==> src/rtl/seq_gen_if.sv <==
// Control and serial-output bundle for seq_gen: start request with its pattern fields,
// and the registered serial stream with its status flags.
interface seq_gen_if #(
    parameter int PAT_W = 8,
    parameter int RPT_W = 4
) ();
    localparam int PLEN_W = $clog2(PAT_W + 1);

    logic              start;
    logic [PAT_W-1:0]  pattern;
    logic [PLEN_W-1:0] plen;
    logic [RPT_W-1:0]  rpt;
    logic              dout;
    logic              dvalid;
    logic              busy;
    logic              done;

    modport master (
        output start, pattern, plen, rpt,
        input  dout, dvalid, busy, done
    );

    modport slave (
        input  start, pattern, plen, rpt,
        output dout, dvalid, busy, done
    );
endinterface

==> src/rtl/seq_gen.sv <==
// Serial pattern generator: sends pattern[plen-1:0] MSB-first rpt times, then pulses done.
// Define SEQ_GEN_GAP_EN to insert one idle GAP cycle between consecutive repetitions.
module seq_gen #(
    parameter int PAT_W = 8,
    parameter int RPT_W = 4
) (
    input  logic     clk,
    input  logic     reset,
    seq_gen_if.slave bus
);
    localparam int                PLEN_W   = $clog2(PAT_W + 1);
    localparam logic [PLEN_W-1:0] PLEN_MAX = PLEN_W'(PAT_W);
    localparam logic [PLEN_W-1:0] PLEN_ONE = PLEN_W'(1);
    localparam logic [RPT_W-1:0]  RPT_ONE  = RPT_W'(1);

    typedef enum logic [1:0] {IDLE, SHIFT, GAP, DONE} state_t;

    state_t            r_state;
    state_t            w_state_nxt;
    logic [PAT_W-1:0]  r_pat;
    logic [PLEN_W-1:0] r_plen;
    logic [PLEN_W-1:0] r_idx;
    logic [PLEN_W-1:0] w_idx_nxt;
    logic [RPT_W-1:0]  r_rpt_left;
    logic [RPT_W-1:0]  w_rpt_nxt;
    logic              r_dout;
    logic              r_dvalid;
    logic              r_busy;
    logic              r_done;
    logic              w_dout_nxt;
    logic              w_dvalid_nxt;
    logic              w_busy_nxt;
    logic              w_done_nxt;
    logic              w_accept;
    logic [PLEN_W-1:0] w_plen_sat;
    logic [PLEN_W-1:0] w_first_idx;
    logic              w_start_bit;
    logic              w_restart_bit;
    logic              w_next_bit;

    assign w_plen_sat  = (bus.plen > PLEN_MAX) ? PLEN_MAX : bus.plen;
    assign w_first_idx = w_plen_sat - PLEN_ONE;

    // Bit selects done by shifting, so the index width need not match log2(PAT_W).
    assign w_start_bit   = 1'(bus.pattern >> w_first_idx);
    assign w_restart_bit = 1'(r_pat >> (r_plen - PLEN_ONE));
    assign w_next_bit    = 1'(r_pat >> (r_idx - PLEN_ONE));

    always_comb begin
        // NOTE: every signal driven here gets a default first, so no path can infer a latch.
        w_state_nxt  = r_state;
        w_idx_nxt    = r_idx;
        w_rpt_nxt    = r_rpt_left;
        w_dout_nxt   = 1'b0;
        w_dvalid_nxt = 1'b0;
        w_busy_nxt   = 1'b0;
        w_done_nxt   = 1'b0;
        w_accept     = 1'b0;

        case (r_state)
            IDLE: begin
                if (bus.start) begin
                    w_accept  = 1'b1;
                    w_rpt_nxt = (bus.rpt == '0) ? '0 : bus.rpt - RPT_ONE;
                    if (w_plen_sat == '0) begin
                        w_state_nxt = DONE;
                        w_done_nxt  = 1'b1;
                    end else begin
                        w_state_nxt  = SHIFT;
                        w_idx_nxt    = w_first_idx;
                        w_dout_nxt   = w_start_bit;
                        w_dvalid_nxt = 1'b1;
                        w_busy_nxt   = 1'b1;
                    end
                end
            end

            SHIFT: begin
                if (r_idx != '0) begin
                    w_idx_nxt    = r_idx - PLEN_ONE;
                    w_dout_nxt   = w_next_bit;
                    w_dvalid_nxt = 1'b1;
                    w_busy_nxt   = 1'b1;
                end else if (r_rpt_left != '0) begin
                    w_rpt_nxt  = r_rpt_left - RPT_ONE;
                    w_busy_nxt = 1'b1;
`ifdef SEQ_GEN_GAP_EN
                    w_state_nxt = GAP;
`else
                    w_idx_nxt    = r_plen - PLEN_ONE;
                    w_dout_nxt   = w_restart_bit;
                    w_dvalid_nxt = 1'b1;
`endif
                end else begin
                    w_state_nxt = DONE;
                    w_done_nxt  = 1'b1;
                end
            end

            // Only reachable with the gap option; otherwise repetitions run back to back.
            GAP: begin
                w_state_nxt  = SHIFT;
                w_idx_nxt    = r_plen - PLEN_ONE;
                w_dout_nxt   = w_restart_bit;
                w_dvalid_nxt = 1'b1;
                w_busy_nxt   = 1'b1;
            end

            DONE: begin
                w_state_nxt = IDLE;
            end

            default: begin
                w_state_nxt = IDLE;
            end
        endcase
    end

    always_ff @(posedge clk or posedge reset) begin
        // NOTE: sequential state uses non-blocking assignments so all registers update together.
        if (reset) begin
            r_state    <= IDLE;
            r_idx      <= '0;
            r_rpt_left <= '0;
            r_dout     <= 1'b0;
            r_dvalid   <= 1'b0;
            r_busy     <= 1'b0;
            r_done     <= 1'b0;
        end else begin
            r_state    <= w_state_nxt;
            r_idx      <= w_idx_nxt;
            r_rpt_left <= w_rpt_nxt;
            r_dout     <= w_dout_nxt;
            r_dvalid   <= w_dvalid_nxt;
            r_busy     <= w_busy_nxt;
            r_done     <= w_done_nxt;
        end
    end

    // Pattern and length are captured only when a start is accepted.
    always_ff @(posedge clk or posedge reset) begin
        if (reset) begin
            r_pat  <= '0;
            r_plen <= '0;
        end else if (w_accept) begin
            r_pat  <= bus.pattern;
            r_plen <= w_plen_sat;
        end
    end

    assign bus.dout   = r_dout;
    assign bus.dvalid = r_dvalid;
    assign bus.busy   = r_busy;
    assign bus.done   = r_done;
endmodule

==> src/flat_wrapper.sv <==
// flat-port wrapper written by rule: the top's interface ports become plain ports
module seq_gen_flat 
#(
    parameter int PAT_W = 8,
    parameter int RPT_W = 4
)
  (clk, reset, bus_start, bus_pattern, bus_plen, bus_rpt, bus_dout, bus_dvalid, bus_busy, bus_done);
  seq_gen_if #(.PAT_W(PAT_W), .RPT_W(RPT_W)) bus_i ();
  input  logic clk;
  input  logic reset;
  input wire logic [$bits(bus_i.start)-1:0] bus_start;
  input wire logic [$bits(bus_i.pattern)-1:0] bus_pattern;
  input wire logic [$bits(bus_i.plen)-1:0] bus_plen;
  input wire logic [$bits(bus_i.rpt)-1:0] bus_rpt;
  output wire logic [$bits(bus_i.dout)-1:0] bus_dout;
  output wire logic [$bits(bus_i.dvalid)-1:0] bus_dvalid;
  output wire logic [$bits(bus_i.busy)-1:0] bus_busy;
  output wire logic [$bits(bus_i.done)-1:0] bus_done;
  assign bus_i.start = bus_start;
  assign bus_i.pattern = bus_pattern;
  assign bus_i.plen = bus_plen;
  assign bus_i.rpt = bus_rpt;
  assign bus_dout = bus_i.dout;
  assign bus_dvalid = bus_i.dvalid;
  assign bus_busy = bus_i.busy;
  assign bus_done = bus_i.done;
  seq_gen #(.PAT_W(PAT_W), .RPT_W(RPT_W)) u_core (.clk(clk), .reset(reset), .bus(bus_i));
endmodule
==> config.mk <==
export PLATFORM = sky130hd
export DESIGN_NAME = seq_gen_flat
export DESIGN_NICKNAME = d
export VERILOG_FILES = /design/src/rtl/seq_gen_if.sv /design/src/rtl/seq_gen.sv /design/src/flat_wrapper.sv
export SDC_FILE = /design/constraint.sdc
export NUM_CORES = 1
export LEC_CHECK = 0
export CORE_UTILIZATION = 43
export CTS_BUF_LIST = sky130_fd_sc_hd__clkbuf_8
export CTS_CLUSTER_SIZE = 12
export DETAILED_ROUTE_END_ITERATION = 10
export PLACE_DENSITY = 0.74
export SYNTH_ARGS = -nofsm -noshare
export SYNTH_HDL_FRONTEND = slang
export SYNTH_SLANG_ARGS = --single-unit
export TNS_END_PERCENT = 20
==> constraint.sdc <==
create_clock -name clk -period 2.1 [get_ports clk]
set_clock_uncertainty 0.05 [all_clocks]
set_input_delay 0.21 -clock clk [delete_from_list [all_inputs] [get_ports clk]]
set_output_delay 0.21 -clock clk [all_outputs]
set_load 0.05 [all_outputs]
* After elaboration in Yosys (flattened, before gate mapping)
Cells that the tools add are included.
Storage, ports and cells: flip-flop bits (word level) 25
Cells by class: add/subtract/negate cells 5, magnitude comparators 1, eq/ne operators 9, shifts and indexed selects 3, multiplexer cells 33, reductions and logical operators 10
Operators by type and width (count):
- 4-bit 2-to-1 mux | 9
- 8-bit by 4-bit >> shifter with 1-bit output | 3
- 4-bit by 1-bit subtractor with 4-bit output, second input constant | 5
- 1-bit 2-to-1 mux | 14
- 4-bit case mux with 3 select lines | 1
- 4-bit zero test | 2
- 2-bit 2-to-1 mux | 4
- 2-bit != test, second input constant | 4
- 2-bit case mux with 4 select lines | 1
- 4-bit case mux with 2 select lines | 1
- 4-bit AND reduction | 2
- 4-bit nonzero test | 2
- 1-bit case mux with 3 select lines | 2
- 2-bit == test, second input constant | 2
- 4-bit greater-than comparator, second input constant | 1
- 3-bit by 1-bit != test with 1-bit output, second input constant | 1
- 3-bit AND reduction | 1
- 3-bit nonzero test | 1
- 2-bit by 1-bit == test with 1-bit output, second input constant | 1
- 2-bit zero test | 1
- 2-bit by 1-bit != test with 1-bit output, second input constant | 1
- 1-bit case mux with 2 select lines | 1
- 2-bit nonzero test | 1

* Longest topological paths before layout
Gate-level depths: netlist (run 1).
depth in word-level cells 7, depth in mapped cells 8

* Least setup slack after synthesis (run 1)
Ideal clock, no wire load.
path type register to register, from register u_core.r_idx[0], to register u_core.r_idx[1], library setup time 0.125 ns, arrival 1.748 ns, data required time 1.925 ns, slack 0.177 ns, cell stages (with the launch flop) 7, path buffers 0, clock period less this slack 1.923 ns, cell sequence dfrtp_1 -> inv_1 -> ha_1 -> nor3b_2 -> and2_4 -> a221oi_4 -> mux2_2
Between the ends: cells in the longest elaborated chain, start to end 3
Ends and longest elaborated chain:
- start: declaration | line seq_gen.sv:22 | logic [PLEN_W-1:0] r_idx;
- start signal: assignment | line seq_gen.sv:131 | r_idx <= w_idx_nxt;
- 4-bit by 1-bit subtractor with 4-bit output / 4-bit nonzero test (equally long branches) | line seq_gen.sv:80, seq_gen.sv:79
- 4-bit 2-to-1 mux / 3-bit by 1-bit != test with 1-bit output (equally long branches)
- 4-bit case mux with 3 select lines / 4-bit AND reduction (equally long branches)
Parallel ways exist; a longest one is shown, timed or not. A chain may end at the register's enable or synchronous reset.

* Worst setup path after layout (run 1)
from register u_core.r_idx[0], to register u_core.r_dout, in the netlist u_core.bus.dout
Between the ends: cells in the longest elaborated chain, start to end 4
Ends and longest elaborated chain:
- 4-bit by 1-bit subtractor with 4-bit output | line seq_gen.sv:47 | assign w_next_bit = 1'(r_pat >> (r_idx - PLEN_ONE));
- 8-bit by 4-bit >> shifter with 1-bit output | line seq_gen.sv:47
- 1-bit 2-to-1 mux * | line seq_gen.sv:79 | if (r_idx != '0) begin
- 1-bit case mux with 3 select lines * | line seq_gen.sv:60 | case (r_state)
- named net u_core.w_dout_nxt | line seq_gen.sv:30 | logic w_dout_nxt;
- end signal: assignment | line seq_gen.sv:133 | r_dout <= w_dout_nxt;
- end: declaration | line seq_gen.sv:26 | logic r_dout;
The timed path passes the listed nets; every way through them passes the cells marked *.

==> results of run 1 <==
-- Yosys cell counts, drive strengths merged --
| library cell | number | area, um^2 |
|---|---|---|
| o211a | 1 | 10.0 |
| o221ai | 1 | 8.76 |
| or4b | 1 | 10.0 |
| nor3b | 3 | 32.5 |
| mux4 | 4 | 90.1 |
| a211oi | 4 | 30.0 |
| o211ai | 1 | 12.5 |
| a32o | 1 | 10.0 |
| o32ai | 1 | 8.76 |
| mux2i | 8 | 80.1 |
| o41ai | 1 | 16.3 |
| clkbuf | 2 | 8.75 |
| mux2 | 11 | 124 |
| nor4b | 2 | 23.8 |
| a41oi | 1 | 8.76 |
| nor2b | 1 | 6.26 |
| xor2 | 2 | 17.5 |
| a211o | 2 | 17.5 |
| and2 | 1 | 8.76 |
| nand2 | 16 | 60.1 |
| nor4 | 3 | 18.8 |
| o21bai | 1 | 7.51 |
| ha | 11 | 138 |
| nor3 | 5 | 25.0 |
| o22ai | 2 | 12.5 |
| o311ai | 1 | 8.76 |
| a221o | 2 | 20.0 |
| a21o | 1 | 7.51 |
| xnor2 | 3 | 26.3 |
| inv | 15 | 56.3 |
| o31ai | 3 | 22.5 |
| or4 | 1 | 7.51 |
| buf | 6 | 37.5 |
| a221oi | 1 | 26.3 |
| nor2 | 9 | 36.3 |
| nand2b | 4 | 25.0 |
| dfrtp | 25 | 626 |
| a31oi | 1 | 6.26 |
| a41o | 1 | 10.0 |
| o21ai | 10 | 53.8 |
| a21oi | 9 | 45.0 |
-- where the power goes --
group	switching [mW]	total [mW]	internal, mW
Sequential	0.202	0.920	0.717
Clock	0.156	0.287	0.131
Combinational	0.984	2.00	1.01
-- metal layers --
| metal | track usage | wire, um | up-vias |
|---|---|---|---|
| li1 | - | - | 716 |
| met1 | 0.246 | 1680 | 686 |
| met2 | 0.313 | 1780 | 35 |
| met3 | 0.0377 | 161 | 4 |
| met4 | 0.0319 | 21 | 0 |
| met5 | 0 | 0 | - |
-- layout make-up --
class	instances	area [um^2]
inverter	15	56.3
clock inverter	1	3.75
multi-input combinational	130	1080
sequential	25	626
timing repair buffer	36	325
tap	50	62.6
fill	362	1810
clock buffer	3	41.3
-- cells in the final DEF, fill, tap and decap left out, drive strengths merged, types with 3 or more instances in the layout --
master          n
a211oi          4
a21oi           9
buf            14
clkbuf          3
clkdlybuf4s50  22
dfrtp          25
ha             11
inv            16
mux2           11
mux2i           8
mux4            4
nand2          16
nand2b          4
nor2            9
nor3            5
nor3b           3
nor4            3
o21ai          10
o31ai           3
xnor2           3
-- flip-flops by register name, indices dropped and copies added (netlist names) --
name / cells
u_core.r_plen: 4
u_core.r_rpt_left: 4
u_core.bus.done: 1
u_core.bus.dout: 1
u_core.r_pat: 8
u_core.r_idx: 4
u_core.r_state: 2
u_core.bus.dvalid: 1
-- cells by family (layout without fill, tap and decap cells) --
| family | Yosys count | after routing | synth area share |
|---|---|---|---|
| compound gates | 45 | 45 | 0.190 |
| xor+xnor | 5 | 5 | 0.0243 |
| fa+ha+maj | 11 | 11 | 0.0764 |
| buf+inv | 23 | 55 | 0.0570 |
| flops | 25 | 25 | 0.347 |
| mux | 23 | 23 | 0.163 |
| simple gates | 46 | 46 | 0.141 |
-- worst paths after layout --
| kind | startpoint | to |
|---|---|---|
| worst min register to register | u_core.r_plen[1]$_DFFE_PP0P_ | u_core.r_plen[1]$_DFFE_PP0P_ |
| worst min-delay path | reset | u_core.r_plen[3]$_DFFE_PP0P_ |
| max in group asynchronous | reset | u_core.r_pat[2]$_DFFE_PP0P_ |
| min in group clk | u_core.r_plen[1]$_DFFE_PP0P_ | u_core.r_plen[1]$_DFFE_PP0P_ |
| worst max register to register | u_core.r_idx[0]$_DFFE_PP0P_ | u_core.bus.dout$_DFF_PP0_ |
| worst max-delay path | u_core.r_idx[0]$_DFFE_PP0P_ | u_core.bus.dout$_DFF_PP0_ |
-- tightest hold or removal path, delay by kind of cell --
kind / cells / cell delay, ns
buffers and inverters: 3 / 0.75
-- repair_timing --
item,CTS,global route
buffers inserted,0,0
endpoints found under the setup margin,0,4
resized for setup,0,1
hold buffers,0,0
-- stage by stage --
stage | worst slack [ns] | hold slack [ns]
after floorplan | 0.177 | 0.187
after global placement | 0.159 | 0.442
after detailed placement | 0.133 | 0.463
after CTS | 0.124 | 0.242
after global routing | 0.00684 | 0.272
final | 0.135 | 0.229
==> flow_results.xml, run 1 <==
<?xml version="1.0" encoding="UTF-8"?>
<metrics>
  <group name="yosys">
    <metric name="synth.cell_area" unit="um^2">1800</metric>
    <metric name="mappedNetlistNets" unit="">208</metric>
    <metric name="syn_inst" unit="">178</metric>
    <metric name="post_synth.cell_area_avg" unit="um^2">10.1</metric>
    <metric name="synth.ff_latch_count" unit="">25</metric>
    <metric name="synth_sequential_area_ratio" unit="">0.347</metric>
    <metric name="ys_types" unit="">48</metric>
    <metric name="ys_warn_count" unit="">0</metric>
  </group>
  <group name="placement">
    <metric name="port_buffers" unit="">22</metric>
    <metric name="post-dp-hpwl" unit="mm">2.79</metric>
    <metric name="final_wtd_congestion" unit="">0.836</metric>
    <metric name="detailed_place.area" unit="um^2">2140</metric>
    <metric name="numPlacedInstances" unit="">256</metric>
  </group>
  <group name="route">
    <metric name="postRouteWirelength" unit="mm">3.64</metric>
    <metric name="postRouteAntennaNets" unit="">0</metric>
    <metric name="drt_iter0_markers" unit="">83</metric>
    <metric name="drc" unit="">0</metric>
    <metric name="route.vias.total" unit="">1441</metric>
    <metric name="viasPerCell" unit="">5.54</metric>
    <metric name="detailedRoute.firstPassIterationCount" unit="">4</metric>
    <metric name="routed_wirelength_normalized_by_instance_count" unit="um">14.0</metric>
  </group>
  <group name="power">
    <metric name="post-layout-total-power" unit="mW">3.20</metric>
    <metric name="cellPowerDensity" unit="nW/um^2">1460</metric>
    <metric name="p_leak" unit="nW">0.958</metric>
    <metric name="worst_ir_drop_vdd" unit="mV">0.644</metric>
  </group>
  <group name="global_route">
    <metric name="number_of_global_route_vias_before_repair" unit="">1389</metric>
    <metric name="grt_max_degree" unit="">26</metric>
    <metric name="number_of_antenna_violations_at_the_first_check_in_global_routing" unit="">0</metric>
    <metric name="groute.usage.overall" unit="">0.186</metric>
    <metric name="global_route.overflow_total" unit="">0</metric>
    <metric name="grt_first_pass_wirelength" unit="mm">6.25</metric>
  </group>
  <group name="hold_path">
    <metric name="worstHoldPathType" unit="">input pin to asynchronous set/reset pin</metric>
  </group>
  <group name="critical_path">
    <metric name="path_max_fanout" unit="">5</metric>
    <metric name="path_buf_inv" unit="">1</metric>
    <metric name="path_depth" unit="">6</metric>
    <metric name="critical-path-top-delay-family" unit="">multiplexers</metric>
    <metric name="critPathMaxStageDelay" unit="ns">0.52</metric>
    <metric name="crit_path_top_delay_cell" unit="">sky130_fd_sc_hd__mux4_2</metric>
    <metric name="worst_setup_path_start_kind" unit="">flip-flop</metric>
    <metric name="timing.setup.critical_path_class" unit="">flip-flop to flip-flop</metric>
    <metric name="worst-r2r-cell-count" unit="">6</metric>
    <metric name="cp_data_required_time" unit="ns">2.21</metric>
    <metric name="crit_path_end_kind" unit="">flip-flop</metric>
    <metric name="timing.critical_path.cells" unit="">inv_1 -&gt; ha_1 -&gt; mux4_2 -&gt; mux2i_1 -&gt; nor4_1 -&gt; a211o_1</metric>
    <metric name="critical_path_at" unit="ns">2.08</metric>
    <metric name="worst-r2r-setup-slack" unit="ns">0.13</metric>
  </group>
  <group name="timing">
    <metric name="clock.fmax" unit="GHz">0.509</metric>
    <metric name="hold_violations" unit="">0</metric>
    <metric name="tightest_slew" unit="ns">0.487</metric>
    <metric name="rsz0062_at_grt" unit="">false</metric>
    <metric name="timing_max_transition_violations_final" unit="">0</metric>
    <metric name="maxSlewHeadroom" unit="">0.674</metric>
    <metric name="timing.final.crit_period" unit="ns">1.97</metric>
    <metric name="setup_total_negative_slack" unit="ns">0</metric>
    <metric name="final_min_period_over_clock_period" unit="">0.936</metric>
    <metric name="setup-violations-final" unit="">0</metric>
  </group>
  <group name="clock_network">
    <metric name="tritoncts_clock_tree" unit="">built</metric>
    <metric name="root_buffer_selected_by_cts" unit="">sky130_fd_sc_hd__clkbuf_8</metric>
    <metric name="cts.clk_slew.worst_paths" unit="ns">0.09</metric>
    <metric name="cts_htree_levels" unit="">1</metric>
    <metric name="cts.sink_count" unit="">25</metric>
    <metric name="clock_latency_at_the_later_pin_of_the_worst_skew_pair" unit="ns">0.27</metric>
    <metric name="cts_inserted_buffers" unit="">3</metric>
    <metric name="cts-root-to-sink-buffers" unit="">2</metric>
  </group>
  <group name="floorplanning">
    <metric name="fp.dieArea" unit="um^2">4450</metric>
    <metric name="starting_density_of_the_core" unit="">0.450</metric>
    <metric name="die_x" unit="um">66.7</metric>
    <metric name="die_h" unit="um">66.7</metric>
    <metric name="placementRows" unit="">23</metric>
    <metric name="core_area" unit="um^2">4000</metric>
    <metric name="pin_count" unit="">23</metric>
  </group>
  <group name="layout">
    <metric name="drive_gt1_frac" unit="">0.200</metric>
    <metric name="number_of_standard_cells_in_the_layout_taps_in_and_fillers_out" unit="">260</metric>
    <metric name="num_antenna_cells" unit="">0</metric>
    <metric name="final_util" unit="">0.548</metric>
    <metric name="final_area" unit="um^2">2190</metric>
    <metric name="area_growth_from_synthesis_to_layout" unit="%">21.8</metric>
    <metric name="layout.nets" unit="">241</metric>
  </group>
  <group name="outcome">
    <metric name="outcome" unit="">completed</metric>
  </group>
  <group name="flow_run">
    <metric name="max-cap-violations" unit="">0</metric>
  </group>
</metrics>
(Power assumes the default switching activity.)
==> inputs of run 2 (changes only) <==
CTS_CLUSTER_DIAMETER = 30   (was default)
==> results of run 2 <==
Final layout, timing and power as in run 1 (identical DEF).
==> inputs of run 3 (changes only) <==
CTS_CLUSTER_DIAMETER = default   (was 30)
PLACE_DENSITY = default   (was 0.74)
PLACE_DENSITY_LB_ADDON = 0.15   (was default)
SKIP_CTS_REPAIR_TIMING = 1   (was default)
==> run 3 against run 2 <==
  * Register-to-register slack worse by 0.05 ns
  * Design area up 1.0%
  * Via count increased by 3.8%
  * Sequential power is 0.9% higher
  * Worst hold slack improved by 0.0020 ns
  * Worst setup slack got worse by 0.049 ns
  * Largest cell class unchanged
  * Largest power group unchanged
==> flow_results.xml, run 3 (synthesis gave the netlist of run 1 again) <==
<?xml version="1.0" encoding="UTF-8"?>
<metrics>
  <group name="outcome">
    <metric name="outcome" unit="">completed</metric>
  </group>
  <group name="critical_path">
    <metric name="critPathMaxStageDelay" unit="ns">0.38</metric>
    <metric name="cp_data_required_time" unit="ns">2.25</metric>
    <metric name="critical_path_at" unit="ns">2.16</metric>
    <metric name="path_max_fanout" unit="">6</metric>
    <metric name="timing.critical_path.cells" unit="">inv_1 -&gt; ha_1 -&gt; nor3b_4 -&gt; and2_4 -&gt; o21ai_2 -&gt; a32o_1 -&gt; mux2i_1</metric>
    <metric name="path_buf_inv" unit="">1</metric>
    <metric name="worst_setup_path_start_kind" unit="">flip-flop</metric>
    <metric name="critical-path-top-delay-family" unit="">simple AND/OR/NAND/NOR gates</metric>
    <metric name="crit_path_top_delay_cell" unit="">sky130_fd_sc_hd__dfrtp_1</metric>
    <metric name="timing.setup.critical_path_class" unit="">flip-flop to flip-flop</metric>
    <metric name="crit_path_end_kind" unit="">flip-flop</metric>
  </group>
  <group name="floorplanning">
    <metric name="starting_density_of_the_core" unit="">0.450</metric>
    <metric name="die_x" unit="um">66.7</metric>
    <metric name="die_h" unit="um">66.7</metric>
    <metric name="fp.dieArea" unit="um^2">4450</metric>
    <metric name="core_area" unit="um^2">4000</metric>
    <metric name="placementRows" unit="">23</metric>
    <metric name="pin_count" unit="">23</metric>
  </group>
  <group name="timing">
    <metric name="final_min_period_over_clock_period" unit="">0.959</metric>
    <metric name="timing.final.crit_period" unit="ns">2.01</metric>
    <metric name="tightest_slew" unit="ns">0.490</metric>
    <metric name="finalHoldWorstSlack" unit="ns">0.231</metric>
    <metric name="hold_violations" unit="">0</metric>
    <metric name="setup-violations-final" unit="">0</metric>
    <metric name="timing_max_transition_violations_final" unit="">0</metric>
    <metric name="clock.fmax" unit="GHz">0.496</metric>
    <metric name="maxSlewHeadroom" unit="">0.672</metric>
    <metric name="rsz0062_at_grt" unit="">true</metric>
    <metric name="setup_total_negative_slack" unit="ns">0</metric>
  </group>
  <group name="route">
    <metric name="route.met3.wl" unit="um">136</metric>
    <metric name="drt_iter0_markers" unit="">43</metric>
    <metric name="postRouteAntennaNets" unit="">0</metric>
    <metric name="route.vias.total" unit="">1496</metric>
    <metric name="viasPerCell" unit="">5.75</metric>
    <metric name="met2_layer_wire_length_in_the_routed_design" unit="mm">2.15</metric>
    <metric name="met1_length" unit="mm">1.77</metric>
    <metric name="detailedRoute.firstPassIterationCount" unit="">4</metric>
    <metric name="routed_wirelength_normalized_by_instance_count" unit="um">16.0</metric>
    <metric name="drc" unit="">0</metric>
    <metric name="postRouteWirelength" unit="mm">4.16</metric>
    <metric name="topRoutingLayerUsed" unit="">met4</metric>
  </group>
  <group name="layout">
    <metric name="layout_common_cells" unit="">sky130_fd_sc_hd__dfrtp_1, sky130_fd_sc_hd__clkdlybuf4s50_1, sky130_fd_sc_hd__nand2_1</metric>
    <metric name="largest_register" unit="">u_core.r_pat</metric>
    <metric name="layout.nets" unit="">241</metric>
    <metric name="final_util" unit="">0.554</metric>
    <metric name="layout.area.seq" unit="um^2">626</metric>
    <metric name="commonest_non_fill_non_tap_cell_in_the_layout" unit="">sky130_fd_sc_hd__dfrtp_1</metric>
    <metric name="num_antenna_cells" unit="">0</metric>
    <metric name="final_area" unit="um^2">2220</metric>
    <metric name="multi_input_comb_area" unit="um^2">1100</metric>
    <metric name="max_reg_flops" unit="">8</metric>
    <metric name="area_growth_from_synthesis_to_layout" unit="%">23.1</metric>
    <metric name="drive_gt1_frac" unit="">0.214</metric>
    <metric name="layout.filler_cells" unit="">353</metric>
  </group>
  <group name="power">
    <metric name="p_leak" unit="nW">0.953</metric>
    <metric name="cellPowerDensity" unit="nW/um^2">1500</metric>
    <metric name="post-layout-total-power" unit="mW">3.33</metric>
    <metric name="worst_ir_drop_vdd" unit="mV">0.566</metric>
  </group>
  <group name="global_route">
    <metric name="groute.usage.overall" unit="">0.214</metric>
    <metric name="number_of_antenna_violations_at_the_first_check_in_global_routing" unit="">0</metric>
    <metric name="grt_max_degree" unit="">26</metric>
    <metric name="grt_first_pass_wirelength" unit="mm">7.09</metric>
    <metric name="global_route.overflow_total" unit="">0</metric>
    <metric name="number_of_global_route_vias_before_repair" unit="">1509</metric>
  </group>
  <group name="clock_network">
    <metric name="cts.sink_count" unit="">25</metric>
    <metric name="clock_latency_at_the_later_pin_of_the_worst_skew_pair" unit="ns">0.28</metric>
    <metric name="cts_inserted_buffers" unit="">3</metric>
    <metric name="cts_htree_levels" unit="">1</metric>
    <metric name="root_buffer_selected_by_cts" unit="">sky130_fd_sc_hd__clkbuf_8</metric>
    <metric name="cts-root-to-sink-buffers" unit="">2</metric>
    <metric name="tritoncts_clock_tree" unit="">built</metric>
    <metric name="cts.clk_slew.worst_paths" unit="ns">0.10</metric>
  </group>
  <group name="placement">
    <metric name="post-dp-hpwl" unit="mm">3.19</metric>
    <metric name="detailed_place.area" unit="um^2">2140</metric>
    <metric name="final_wtd_congestion" unit="">0.863</metric>
    <metric name="port_buffers" unit="">22</metric>
  </group>
  <group name="hold_path">
    <metric name="worstHoldPathType" unit="">input pin to asynchronous set/reset pin</metric>
  </group>
  <group name="flow_run">
    <metric name="max-cap-violations" unit="">0</metric>
  </group>
</metrics>
-- run 3: cell count changes in the layout (fill, tap and decap cells not counted), sizes merged --
cell / before / now
clkinvlp: 0 / 1
inv: 16 / 15
-- run 3: layer usage --
layer	track usage	vias up
li1	-	721
met1	0.255	727
met2	0.376	36
met3	0.0257	12
met4	0.101	0
met5	0	-
-- run 3: layout make-up --
type                            count  area share
Tap cell                           50      0.0282
Multi-Input combinational cell    130       0.495
Timing Repair Buffer               36       0.147
Inverter                           15      0.0254
Sequential cell                    25       0.282
Clock buffer                        3      0.0186
Clock inverter                      1     0.00339
-- run 3: worst paths after layout --
check / start / endpoint / slack [ns] / cells after the start
max in group asynchronous: reset / u_core.r_state[1]$_DFFE_PP0P_ / 1.50 / 3
setup reg to reg: u_core.r_idx[0]$_DFFE_PP0P_ / u_core.r_idx[2]$_DFFE_PP0P_ / 0.09 / 7
min in group clk: u_core.r_pat[0]$_DFFE_PP0P_ / u_core.r_pat[0]$_DFFE_PP0P_ / 0.49 / 1
setup / recovery: u_core.r_idx[0]$_DFFE_PP0P_ / u_core.r_idx[2]$_DFFE_PP0P_ / 0.09 / 7
hold reg to reg: u_core.r_pat[0]$_DFFE_PP0P_ / u_core.r_pat[0]$_DFFE_PP0P_ / 0.49 / 1
hold / removal: reset / u_core.r_rpt_left[3]$_DFFE_PP0P_ / 0.23 / 3
-- run 3: where the power goes --
part           internal [mW]  total, mW  switching (mW)
sequential             0.717      0.928           0.211
combinational           1.05       2.10            1.05
clock                  0.135      0.301           0.166
-- run 3: worst reg2reg max path: cells and delay by family (launching register included) --
family / cells / cell delay [ns]
buf+inv: 1 / 0.18
flops: 1 / 0.38
fa+ha+maj: 1 / 0.23
compound gates: 2 / 0.34
mux: 1 / 0.13
simple gates: 2 / 0.63
-- run 3: metrics by stage --
stage          setup WS, ns  cells
6_report             0.0857    260
3_3_place_gp         0.0960    256
5_1_grt             -0.0174    260
3_5_place_dp         0.0732    256
2_1_floorplan         0.177    178
4_1_cts              0.0669    260
